File: src/rtl/pc_ir_unit.sv
// Fetch-side register stage of the multicycle MIPS datapath: PC, IR and ALUOut registers,
// instruction field decode, retired-fetch counter and a sticky misaligned-PC trap.
module pc_ir_unit #(
  parameter int unsigned       DATA_W   = 32,
  parameter logic [DATA_W-1:0] RESET_PC = DATA_W'(32'h0040_0000),
  parameter int unsigned       CNT_W    = 32
) (
  input  logic              clk,
  input  logic              rst_n,
  input  logic              PCWrite,
  input  logic              Branch,
  input  logic              Zero,
  input  logic              PCSrc,
  input  logic              Jump,
  input  logic              IRWrite,
  input  logic [DATA_W-1:0] mem_rdata,
  input  logic [DATA_W-1:0] ALUResult,
  output logic [DATA_W-1:0] pc,
  output logic [DATA_W-1:0] ir,
  output logic [DATA_W-1:0] alu_out,
  output logic [5:0]        Opcode,
  output logic [5:0]        Funct,
  output logic [4:0]        rs,
  output logic [4:0]        rt,
  output logic [4:0]        rd,
  output logic [DATA_W-1:0] imm_sext,
  output logic [DATA_W-1:0] imm_zext,
  output logic [CNT_W-1:0]  fetch_count,
  output logic              misalign,
  output logic [DATA_W-1:0] bad_pc
);

  logic [DATA_W-1:0] pc_q, pc_d;
  logic [DATA_W-1:0] ir_q, ir_d;
  logic [DATA_W-1:0] alu_out_q, alu_out_d;
  logic [CNT_W-1:0]  fetch_count_q, fetch_count_d;
  logic              misalign_q, misalign_d;
  logic [DATA_W-1:0] bad_pc_q, bad_pc_d;

  logic              pc_en;
  logic [DATA_W-1:0] target;
  logic              target_ok;

  assign pc_en = PCWrite | (Branch & Zero);

  // Jump keeps the upper PC nibble and splices in the word-aligned 26-bit index.
  always_comb begin
    target = ALUResult;
    if (Jump) begin
      target        = pc_q;
      target[27:0]  = {ir_q[25:0], 2'b00};
    end else if (PCSrc) begin
      target = alu_out_q;
    end
  end

  assign target_ok = (target[1:0] == 2'b00);

  always_comb begin
    pc_d          = pc_q;
    ir_d          = ir_q;
    alu_out_d     = ALUResult;
    fetch_count_d = fetch_count_q;
    misalign_d    = misalign_q;
    bad_pc_d      = bad_pc_q;

    if (pc_en) begin
      if (target_ok) begin
        pc_d = target;
      end else begin
        misalign_d = 1'b1;
        // Only the first rejected address is kept for debug.
        if (!misalign_q) begin
          bad_pc_d = target;
        end
      end
    end

    if (IRWrite) begin
      ir_d          = mem_rdata;
      fetch_count_d = fetch_count_q + CNT_W'(1);
    end
  end

  always_ff @(posedge clk or negedge rst_n) begin
    if (!rst_n) begin
      pc_q          <= RESET_PC;
      ir_q          <= '0;
      alu_out_q     <= '0;
      fetch_count_q <= '0;
      misalign_q    <= 1'b0;
      bad_pc_q      <= '0;
    end else begin
      pc_q          <= pc_d;
      ir_q          <= ir_d;
      alu_out_q     <= alu_out_d;
      fetch_count_q <= fetch_count_d;
      misalign_q    <= misalign_d;
      bad_pc_q      <= bad_pc_d;
    end
  end

  assign pc          = pc_q;
  assign ir          = ir_q;
  assign alu_out     = alu_out_q;
  assign fetch_count = fetch_count_q;
  assign misalign    = misalign_q;
  assign bad_pc      = bad_pc_q;

  // Field decode straight from the IR flops, so the outputs only change at clock edges.
  assign Opcode   = ir_q[31:26];
  assign rs       = ir_q[25:21];
  assign rt       = ir_q[20:16];
  assign rd       = ir_q[15:11];
  assign Funct    = ir_q[5:0];
  assign imm_sext = {{(DATA_W - 16){ir_q[15]}}, ir_q[15:0]};
  assign imm_zext = {{(DATA_W - 16){1'b0}}, ir_q[15:0]};

endmodule

File: config.mk
export PLATFORM = sky130hd
export DESIGN_NAME = pc_ir_unit
export DESIGN_NICKNAME = d
export VERILOG_FILES = /design/src/rtl/pc_ir_unit.sv
export SDC_FILE = /design/constraint.sdc
export NUM_CORES = 1
export LEC_CHECK = 0
export ABC_AREA = 1
export ABC_CLOCK_PERIOD_IN_PS = 3800
export CAP_MARGIN = 20
export CORE_UTILIZATION = 46
export DETAILED_ROUTE_END_ITERATION = 6
export GPL_ROUTABILITY_DRIVEN = 1
export PLACE_DENSITY_LB_ADDON = 0.12
export SKIP_CTS_REPAIR_TIMING = 1
export SLEW_MARGIN = 20
export SYNTH_ARGS = -nofsm -noshare
export SYNTH_HDL_FRONTEND = slang
export SYNTH_SLANG_ARGS = --single-unit
File: constraint.sdc
create_clock -name clk -period 3.8 [get_ports clk]
set_input_delay 0.76 -clock clk [delete_from_list [all_inputs] [get_ports clk]]
set_output_delay 0.76 -clock clk [all_outputs]
set_load 0.005 [all_outputs]
* After elaboration in Yosys (flattened, before gate mapping)
Index checks and enable logic that the tools add are counted.
** Storage, ports and cells
- Input bits :: 72
- Output and inout bits :: 252
- Register bits :: 161
- Logic and storage cells :: 17
** Cells by class
- $add $sub $neg :: 1
- Bitwise operators :: 4
- Multiplexer cells :: 2
- Reduce and logical (&&, ||, !) cells :: 4
** Operators by type and width (count)
- 32-bit two-way mux :: 2
- 32-bit by 1-bit adder with 32-bit output, second input constant :: 1
- 2-bit AND reduction :: 2
- 3-bit AND reduction :: 1
- 2-bit logical NOT :: 1
- 1-bit inverter :: 2
- 1-bit bitwise AND :: 1
- 1-bit OR :: 1

* Longest topological paths before layout
- Depth in word-level cells :: 5
- Mapped depth :: 10
- Mapped depth without buffers :: 9

* Worst setup path after synthesis
No wires, ideal clock.
- Kind :: input to register
- Start point :: input PCSrc
- End point :: register pc_q[10] (netlist: pc[10])
- Setup time :: 117 ps
- Stages on the path :: 9
- Arrival :: 1610 ps
- Setup slack :: 2073 ps
- Cell sequence :: buf_4 > nor2_1 > nor2_1 > nand2_1 > nand3_2 > buf_4 > buf_6 > nand2_1 > nand2_1
** On the way
- Word-level cells in the longest chain between the ends :: 4
** RTL lines
- start, declared :: line 13 : input logic PCSrc,
- 32-bit two-way mux (*) :: line 52 : end else if (PCSrc) begin
- 32-bit two-way mux (*) :: line 49 : if (Jump) begin
- 2-bit logical NOT :: line 57 : assign target_ok = (target[1:0] == 2'b00);
- 2-bit AND reduction (no line)
- end signal, assigned :: line 94 : pc_q <= pc_d;
- end, declared :: line 33 : logic [DATA_W-1:0] pc_q, pc_d;
Mark *: on every way between the ends. The rest lies on a longest branch, timed or not.
A chain may end at the register's enable or synchronous reset.

* Final worst setup path
- Start point :: register ir_q[15] (netlist: ir[15])
- End point :: output imm_sext[25]
** RTL lines
- start, declared :: line 34 : logic [DATA_W-1:0] ir_q, ir_d;
- start signal, assigned :: line 95 : ir_q <= ir_d;
- end, declared :: line 26 : output logic [DATA_W-1:0] imm_sext,
No word-level cell between the ends.

==> results_dict.tcl <==
set metrics [dict create \
    fillers 1328 \
    worstHoldPathType "input port to async pin" \
    drive_above_1_share_pct 5.80 \
    crit_chain "clkdlybuf4s50_1" \
    coreArea_mm2 0.0159 \
    clk_latency_ns 0.43 \
    wl_per_cell_um 16.1 \
    ioPinCount 324 \
    root_buffer "clkbuf_16" \
    layout.nets 1164 \
    drc 0 \
    chipWidth_um 130 \
    max_slew_margin_pct 54.8 \
    dp_worst_setup_slack_ns 0.981 \
    yosys_warnings 0 \
    antenna_found_initial 0 \
    cp.required_ns 3.04 \
    rr_worst_depth 8 \
    finClkSkew_ns 0.00776 \
    diodes 0 \
    status "finished, final reports clean" \
    critPathMaxStageDelay_ns 0.66 \
    cellLeakagePower_nw 5.02 \
    fin_ws_ns 1.34 \
    via_per_inst 4.88 \
    setup_tns_ns 0 \
    slew_viol_final 0 \
    routed_wl_um 21200 \
    initial_core_util_pct 47.4 \
    grt_pass1_wl_um 32200 \
    p_total_mw 4.65 \
    gp_congestion 0.899 \
    worstMarginPinSlew_ns 0.678 \
    powerDensity_mw_per_mm2 432 \
    cp.arrival_ns 1.70 \
    final_antenna_net_count 0 \
    io_buffers 307 \
    worst-path-max-fanout 21 \
    yosys_register_bits 161 \
    dr.pass1.iters 5 \
    vias 6448 \
    final_cell_mix "317 x nand2_1, 304 x clkdlybuf4s50_1, 160 x dfrtp_1" \
    end_kind "output port" \
    utilization_pct 67.4 \
    fmax_ghz 0.407 \
    cts_made_buffers 17 \
    max_cap_viol_count 0 \
    synthCells 867 \
    power_frac_clock_pct 37.1 \
    holdWs_ns 0.312 \
    grt_max_degree 77 \
    timing.rr.end "bad_pc[17]" \
    start_kind "register" \
    synth.distinct_cells 30 \
    r2r_slack_ns 1.98 \
    r2r-start "alu_out[1]" \
    rows 46 \
    fin_crit_sh_pct 64.7 \
    ys_seq_area_share_pct 53.4 \
    cts_buffer_depth 2 \
    setup_viol 0 \
    dieArea_mm2 0.0169 \
    syn_to_final_growth_pct 42.3 \
    chipHeight_um 130 \
    hpwl_um 15200 \
    p_int_mw 3.45 \
    min_period_ns 2.46 \
    tritoncts "done" \
    rsz0062_at_grt "false" \
    final_common_cell "nand2_1" \
    syn-cell-area_mm2 0.00755 \
    overflow 0 \
    ir_drop_mv 0.330 \
    power_frac_comb_pct 19.9 \
    power.switching_mw 1.20 \
    critical_path_class "register to output port" \
    grt_usage_pct 25.3 \
    grt_pass1_vias 6059 \
    critPathTopFamily "flip-flops" \
    finalHoldViolCount 0 \
    swShare_pct 25.8 \
    cts.clk_slew.worst_paths_ns 0.06 \
    cp.buffers_inverters 1 \
    drt_iter0_markers 372 \
    cp_slowest_cell "dfrtp_1" \
    cts.sinks 161 \
    htreeDepth 4 \
    syn_area_per_cell_um2 8.71 \
    seqPwrFrac_pct 43.0 \
]
[logic make-up (layout without fill, tap and decap cells)]
logic type	Yosys count	after routing	share of synthesized area [%]
buffers and inverters	186	408	14.5
adder cells (fa/ha/maj)	1	1	0.166
flip-flops	161	161	53.4
AND/OR/NAND/NOR	403	403	22.2
AO/OA/AOI/OAI	93	93	7.19
other	1	16	0.0496
XOR/XNOR	22	22	2.55
[synthesized netlist by cell type (all sizes together)]
cell | n | share of area [%]
a21oi | 30 | 2.0
nand3b | 3 | 0.30
o21ai | 32 | 2.1
dfstp | 1 | 0.35
a22oi | 30 | 3.0
and2 | 2 | 0.17
nand2 | 319 | 16
dfrtp | 160 | 53
nor3 | 7 | 0.66
inv | 62 | 3.1
nand4 | 12 | 0.99
nor2 | 40 | 2.4
ha | 1 | 0.17
clkbuf | 11 | 0.55
buf | 113 | 11
xnor2 | 10 | 1.2
a21o | 1 | 0.099
nand3 | 19 | 1.6
conb | 1 | 0.050
xor2 | 12 | 1.4
and3 | 1 | 0.083
[layer usage]
metal,global-route usage (%),routed length [um],up-vias
li1,-,-,3070
met1,29.8,8340,3105
met2,44.4,10800,237
met3,6.15,1510,36
met4,9.85,535,0
met5,0,0,-
[how the worst max path moves through the flow]
stage              endpoint  slack (ns)    from  cells after the start
6_report       imm_sext[25]        1.34  ir[15]                      1
3_3_place_gp     bad_pc[27]        1.01   PCSrc                      9
4_1_cts        imm_sext[20]        1.29  ir[15]                      1
3_5_place_dp      bad_pc[7]        0.98   PCSrc                      9
2_1_floorplan        pc[10]        2.07   PCSrc                      9
5_1_grt          bad_pc[17]        1.10   PCSrc                      9
[metrics by stage]
stage / cells / cell area [um2]
final: 1320 / 10700
after global routing: 1320 / 10700
after global placement: 1288 / 10100
after floorplan: 882 / 7610
after detailed placement: 1288 / 10100
after CTS: 1320 / 10700
[power by group through the flow]
stage               combinational (mW)  clock (mW)  sequential [mW]
finish                           0.923        1.72             2.00
global route                      1.01        1.82             2.02
CTS                              0.936        1.75             2.00
detailed placement               0.930           0             2.03
global placement                 0.919           0             2.02
floorplan                        0.385           0             2.02
[flip-flops by register name (all words and copies together) (netlist names)]
register and flops:
ir 32, fetch_count 32, bad_pc 32, pc 32
misalign 1, alu_out 32
[area by class of cell]
cell class	count	area [um2]	area share [%]
flip-flops and latches	161	4030	37.5
repair buffers	314	3130	29.1
multi-input cells	535	2480	23.1
clock buffers	22	494	4.60
well taps	216	270	2.52
inverters	62	233	2.17
clock inverters	10	106	0.990
Power figures use the tool's default switching activity.
